--- src/rtl/xsleena_pkg.sv ---
// Shared definitions for the Xain'd Sleena ROM slot arbiter and its phase wheel:
// requester ids, the 8-phase slot-owner table and the read-tag type.
package xsleena_pkg;

  localparam logic [1:0] REQ_MAIN = 2'd0;
  localparam logic [1:0] REQ_SUB  = 2'd1;
  localparam logic [1:0] REQ_VID  = 2'd2;
  localparam logic [1:0] REQ_SND  = 2'd3;

  // Entry k (bits [2k+:2]) is the owner of wheel phase k; phase 0 is the LSB entry.
  localparam logic [15:0] SLOT_OWNER_TBL = {
    REQ_SND, REQ_SUB, REQ_VID, REQ_MAIN,
    REQ_SND, REQ_SUB, REQ_VID, REQ_MAIN
  };

  typedef struct packed {
    logic       valid;
    logic [1:0] id;
  } tag_t;

  function automatic logic [1:0] slot_owner(input logic [2:0] phase);
    return SLOT_OWNER_TBL[{phase, 1'b0} +: 2];
  endfunction

  function automatic logic [3:0] id_onehot(input logic [1:0] id);
    return 4'b0001 << id;
  endfunction

endpackage

--- src/rtl/xsleena_slot_wheel.sv ---
// 8-phase slot wheel: phase counter, owner decode of the upcoming phase and the
// 12 MHz / HCLKn clock enables, all phase-locked to each other.
module xsleena_slot_wheel
  import xsleena_pkg::*;
(
  input  logic       i_clk,
  input  logic       i_rst,
  output logic [2:0] o_phase,
  output logic [1:0] o_next_owner,
  output logic       o_cen12,
  output logic       o_hclkn_cen
);

  logic [2:0] next_phase;

  assign next_phase   = o_phase + 3'd1;
  assign o_next_owner = slot_owner(next_phase);

  // Enables are decoded from the phase being entered so they line up with o_phase.
  always_ff @(posedge i_clk) begin
    if (i_rst) begin
      o_phase     <= 3'd7;
      o_cen12     <= 1'b0;
      o_hclkn_cen <= 1'b0;
    end else begin
      o_phase     <= next_phase;
      o_cen12     <= (next_phase[1:0] == 2'd0);
      o_hclkn_cen <= (next_phase == 3'd1);
    end
  end

endmodule

--- src/rtl/xsleena_rom_slot_arbiter.sv ---
// Time-slot arbiter sharing one memory read port among main, sub, video and sound.
// Optional feature: XSLEENA_SLOT_RECLAIM_EN hands idle slots to other requesters.
module xsleena_rom_slot_arbiter
  import xsleena_pkg::*;
#(
  parameter int AW  = 22,
  parameter int DW  = 16,
  parameter int LAT = 2
) (
  input  logic            i_clk,
  input  logic            i_rst,
  input  logic [3:0]      i_req,
  input  logic [4*AW-1:0] i_addr,
  output logic [3:0]      o_ack,
  output logic [3:0]      o_valid,
  output logic [DW-1:0]   o_data,
  output logic            o_mem_rd,
  output logic [AW-1:0]   o_mem_addr,
  input  logic [DW-1:0]   i_mem_data,
  output logic [2:0]      o_phase,
  output logic            o_cen12,
  output logic            o_hclkn_cen
);

  // Handshake: i_req[n] is a level held with a stable address until the
  // one-cycle o_ack[n] pulse; a requester acked this cycle is not eligible at
  // the next edge, and its data returns as one o_valid[n] pulse LAT+1 cycles later.

  logic [1:0] next_owner;
  logic [3:0] eligible;
  logic       grant;
  logic [1:0] grant_id;
  tag_t       tags [LAT+1];

  xsleena_slot_wheel u_wheel (
    .i_clk        (i_clk),
    .i_rst        (i_rst),
    .o_phase      (o_phase),
    .o_next_owner (next_owner),
    .o_cen12      (o_cen12),
    .o_hclkn_cen  (o_hclkn_cen)
  );

  assign eligible = i_req & ~o_ack;

`ifdef XSLEENA_SLOT_RECLAIM_EN
  logic [1:0] rr_ptr;
  logic [1:0] cand;
  logic       reclaim;

  // Owner wins; otherwise search round-robin starting after the last reclaimer.
  always_comb begin
    grant    = 1'b0;
    grant_id = next_owner;
    reclaim  = 1'b0;
    cand     = rr_ptr;
    if (eligible[next_owner]) begin
      grant = 1'b1;
    end else begin
      for (int k = 1; k <= 4; k++) begin
        cand = rr_ptr + 2'(k);
        if (!reclaim && eligible[cand]) begin
          reclaim  = 1'b1;
          grant    = 1'b1;
          grant_id = cand;
        end
      end
    end
  end

  always_ff @(posedge i_clk) begin
    if (i_rst) begin
      rr_ptr <= 2'd0;
    end else if (reclaim) begin
      rr_ptr <= grant_id;
    end
  end
`else
  assign grant    = eligible[next_owner];
  assign grant_id = next_owner;
`endif

  always_ff @(posedge i_clk) begin
    if (i_rst) begin
      o_ack      <= 4'b0;
      o_mem_rd   <= 1'b0;
      o_mem_addr <= '0;
      o_valid    <= 4'b0;
      o_data     <= '0;
      for (int i = 0; i <= LAT; i++) begin
        tags[i] <= '0;
      end
    end else begin
      o_ack    <= grant ? id_onehot(grant_id) : 4'b0;
      o_mem_rd <= grant;
      if (grant) begin
        o_mem_addr <= i_addr[grant_id*AW +: AW];
      end
      // tags[k] describes the read issued k cycles ago; tags[LAT] meets its data.
      tags[0] <= {grant, grant_id};
      for (int i = 1; i <= LAT; i++) begin
        tags[i] <= tags[i-1];
      end
      o_valid <= tags[LAT].valid ? id_onehot(tags[LAT].id) : 4'b0;
      if (tags[LAT].valid) begin
        o_data <= i_mem_data;
      end
    end
  end

endmodule

--- config.mk ---
export PLATFORM = sky130hd
export DESIGN_NAME = xsleena_rom_slot_arbiter
export DESIGN_NICKNAME = d
export VERILOG_FILES = /design/src/rtl/xsleena_pkg.sv /design/src/rtl/xsleena_slot_wheel.sv /design/src/rtl/xsleena_rom_slot_arbiter.sv
export SDC_FILE = /design/constraint.sdc
export NUM_CORES = 1
export LEC_CHECK = 0
export CORE_MARGIN = 2
export CORE_UTILIZATION = 39
export CTS_CLUSTER_DIAMETER = 80
export CTS_CLUSTER_SIZE = 20
export DETAILED_ROUTE_END_ITERATION = 6
export GPL_TIMING_DRIVEN = 0
export PLACE_DENSITY = 0.9
export SLEW_MARGIN = 30
export SYNTH_ARGS = -nofsm -noshare
export SYNTH_HDL_FRONTEND = slang
export SYNTH_SLANG_ARGS = --single-unit
export TNS_END_PERCENT = 5
--- constraint.sdc ---
create_clock -name i_clk -period 4.9 [get_ports i_clk]
set_input_delay 0.98 -clock i_clk [delete_from_list [all_inputs] [get_ports i_clk]]
set_output_delay 0.98 -clock i_clk [all_outputs]
set_load 0.005 [all_outputs]
==> impl_metrics.csv <==
group,metric,value,unit
sta,final.setup.tns,0,ns
die,die-area,0.00727,sq mm
worst_setup_path,worst_setup_path_end_kind,"register",
synth,synth_edf_count,0,
sta,worst_slew_pin_slew,0.555,ns
synth,ys_seq_area_frac,0.466,
route,drt_iter0_markers,20,
layout,area_growth,72.8,%
route,drc,0,
synth,syn-num-nets,321,
global_route,antenna_found_initial,0,
route,firstDrtPassIters,5,
synth,synth_cell_types,22,
route,via_count,2215,
synth,synth_common_cells,"dfxtp_1 (60), nor2_1 (41), mux2i_1 (38), mux4_2 (23), nor2b_1 (13)",
layout,seqCellArea,0.00120,sq mm
worst_setup_path,cp_max_fo,10,
hold_path,hold_start,"tags[0][1]$_SDFF_PP0_",
synth,yosysMostFrequentCell,"dfxtp_1",
synth,yosys_warnings,0,
route,ant_nets,0,
synth,yosys.area_share.adder,0.00972,
clock_network,cts.path.max_buffers,2,
sta,fin_ws,2.16,ns
worst_setup_path,regToRegStartpoint,"u_wheel.o_phase[0]$_SDFF_PP1_",
synth,syn_avg_cell_area,12.3,sq um
clock_network,clkLatencyLatePin,0.34,ns
power_and_ir_drop,clkPwrFrac,0.291,
synth,synth_top_family_by_area,"multiplexers",
hold_path,hold_class,"reg2reg",
layout,multi_input_area,0.00125,sq mm
power_and_ir_drop,switching_power,357,uW
die,initial_core_util,0.406,
worst_setup_path,reg2reg_to,"o_mem_addr[20]$_SDFFE_PP0N_",
die,pin_count,162,
hold_path,holdPathEnd,"tags[0][4]$_SDFF_PP0_",
layout,n_fill_cell,478,
worst_setup_path,slowest_stage,"mux4_2",
layout,fin_util,0.701,
power_and_ir_drop,p_leak,1.71,nW
synth,async_flop_share,0,
global_route,grt.overflow.total,0,
worst_setup_path,worstPathCellList,"buf_6 -> clkbuf_1 -> inv_1 -> ha_1 -> buf_4 -> buf_2 -> mux4_2 -> mux2i_1 -> nor2_1",
clock_network,path_clk_slew,0.07,ns
worst_setup_path,critPathMaxStageDelay,0.53,ns
clock_network,post-cts-setup-buffer-count,0,
clock_network,tritoncts,"done",
worst_setup_path,reg2regPathDepth,9,
power_and_ir_drop,p_comb_frac,0.295,
sta,rsz0062_at_grt,"false",
job,drv_cap,0,
route,wl,6810,um
sta,hold_violations,0,
placed_design,post-dp-hpwl,5570,um
worst_setup_path,worstSetupStartpointType,"register",
power_and_ir_drop,power_density,301,mW/mm^2
placed_design,gp_congestion,0.704,
worst_setup_path,rrSetupSlack,2.16,ns
clock_network,cts_max_level,3,
power_and_ir_drop,power_frac_seq,0.413,
sta,fmax,0.365,GHz
layout,fin_nets,492,
synth,synth_seq_cells,60,
layout,drive_above_1_share,0.125,
clock_network,cts_resized,0,
synth,muxShareOfSynthArea,0.349,
route,viasPerCell,4.79,
clock_network,postCtsHoldBufs,0,
clock_network,numCtsBuffers,9,
power_and_ir_drop,ir_drop,180,uV
worst_setup_path,crit_type,"reg2reg",
global_route,grt_pass1_wl,10900,um
synth,synth_cells,209,
sta,maxSlewHeadroom,0.630,
global_route,grt_usage,0.195,
die,rows,29,
layout,antenna-diode-count,0,
clock_network,cts-root-buf,"clkbuf_8",
die,core_area,0.00635,sq mm
sta,final_max_slew_viol_count,0,
global_route,grt_pass1_vias,2338,
synth,synth_area_leaders,"dfxtp_1 (47%), mux4_2 (20%), mux2i_1 (15%), nor2_1 (6.0%), nor2b_1 (3.2%)",
sta,setup-violations-final,0,
worst_setup_path,cp.required,5.11,ns
die,die_w,85.3,um
synth,synthXorXnorAreaFrac,0.00340,
worst_setup_path,worstPathArrival,2.95,ns
synth,syn_area,0.00257,sq mm
outcome,status,"finished clean",
synth,ys.flop_type,"dfxtp_1",
die,fp.dieH,85.3,um
synth,yosys.area_share.simple,0.124,
placed_design,post-place-ws,2.10,ns
power_and_ir_drop,internal_power,980,uW
placed_design,port_buffers,160,
sta,finClkSkew,0.00602,ns
synth,synth_top_area_frac,0.466,
synth,synth_top_area_cell,"dfxtp_1",
synth,synth_compound_area_frac,0,
global_route,grt_max_degree,13,
sta,min_period,2.74,ns
sta,min_period_over_period,0.560,
power_and_ir_drop,swShare,0.267,
route,wl_per_cell,14.7,um
clock_network,cts.sinks,60,
hold_path,hold_depth,1,
==> final cells by class <==
| class | count | share of cell area |
|---|---|---|
| clock buffers | 9 | 0.0278 |
| flip-flops and latches | 60 | 0.270 |
| repair buffers | 160 | 0.360 |
| well taps | 77 | 0.0217 |
| inverters | 3 | 0.00253 |
| clock inverters | 7 | 0.0118 |
| multi-input cells | 129 | 0.281 |
| plain buffers | 17 | 0.0250 |
==> layer usage <==
| metal | part of all wire | up-vias | track usage |
|---|---|---|---|
| met2 | 0.55 | 103 | 0.368 |
| met5 | 0 | - | 0 |
| met3 | 0.078 | 10 | 0.0623 |
| met4 | 0.016 | 0 | 0.0736 |
| met1 | 0.35 | 1027 | 0.199 |
| li1 | - | 1075 | - |
==> registers in the layout (all words and copies together), names as in the netlist <==
name and count:
o_valid 4, o_data 16, u_wheel.o_cen12 1, u_wheel.o_hclkn_cen 1, u_wheel.o_phase 3, o_mem_addr 22, o_ack 4, tags 9
==> cells by family after synthesis <==
family / Yosys count
buffers and inverters: 20
and+or+nand+nor: 65
DFF: 60
adders and majority gates: 2
muxes: 61
xor gates and xnor gates: 1
==> worst max path at each step <==
stage	from	endpoint	slack (ns)	depth (start not counted)
final	u_wheel.o_phase[0]$_SDFF_PP1_	o_mem_addr[20]$_SDFFE_PP0N_	2.16	9
after global routing	u_wheel.o_phase[0]$_SDFF_PP1_	o_mem_addr[18]$_SDFFE_PP0N_	1.93	9
after CTS	u_wheel.o_phase[0]$_SDFF_PP1_	o_mem_addr[20]$_SDFFE_PP0N_	2.08	9
after detailed placement	u_wheel.o_phase[0]$_SDFF_PP1_	o_mem_addr[20]$_SDFFE_PP0N_	2.10	9
after global placement	u_wheel.o_phase[0]$_SDFF_PP1_	o_mem_addr[20]$_SDFFE_PP0N_	2.12	9
after floorplan	u_wheel.o_phase[0]$_SDFF_PP1_	o_mem_addr[10]$_SDFFE_PP0N_	2.48	9
==> stage by stage <==
stage               cell area (sq um)  instances  hold slack, ns  power (mW)
finish                           4450        462           0.435        1.34
CTS                              4450        462           0.437        1.36
detailed placement               4270        446           0.422       0.965
global route                     4450        462           0.440        1.41
global placement                 4270        446           0.416       0.953
floorplan                        2570        209           0.414       0.765
==> worst max-delay path, delay by kind of cell (launching register included) <==
kind          cells  cell delay (ns)
fa+ha+maj         1             0.32
flops             1             0.37
simple gates      1             0.06
mux               2             0.68
buf+inv           5             1.17
==> cell usage in the layout, fill, tap and decap left out, drive strengths merged <==
cell / instances
and3: 1
and3b: 1
and4b: 1
buf: 8
clkbuf: 18
clkdlybuf4s50: 160
clkinv: 5
clkinvlp: 1
dfxtp: 60
ha: 2
inv: 4
mux2i: 38
mux4: 23
nand2: 1
nand2b: 2
nor2: 41
nor2b: 13
nor3b: 1
nor4b: 1
nor4bb: 2
or2: 1
xnor2: 1
==> power groups by stage <==
| stage | combinational, mW | clock, mW | sequential, mW |
|---|---|---|---|
| 2_1_floorplan | 0.200 | 0 | 0.565 |
| 3_3_place_gp | 0.392 | 0 | 0.561 |
| 3_5_place_dp | 0.402 | 0 | 0.563 |
| 4_1_cts | 0.402 | 0.401 | 0.553 |
| 5_1_grt | 0.425 | 0.431 | 0.557 |
| 6_report | 0.395 | 0.390 | 0.553 |
(Power assumes the default switching activity.)
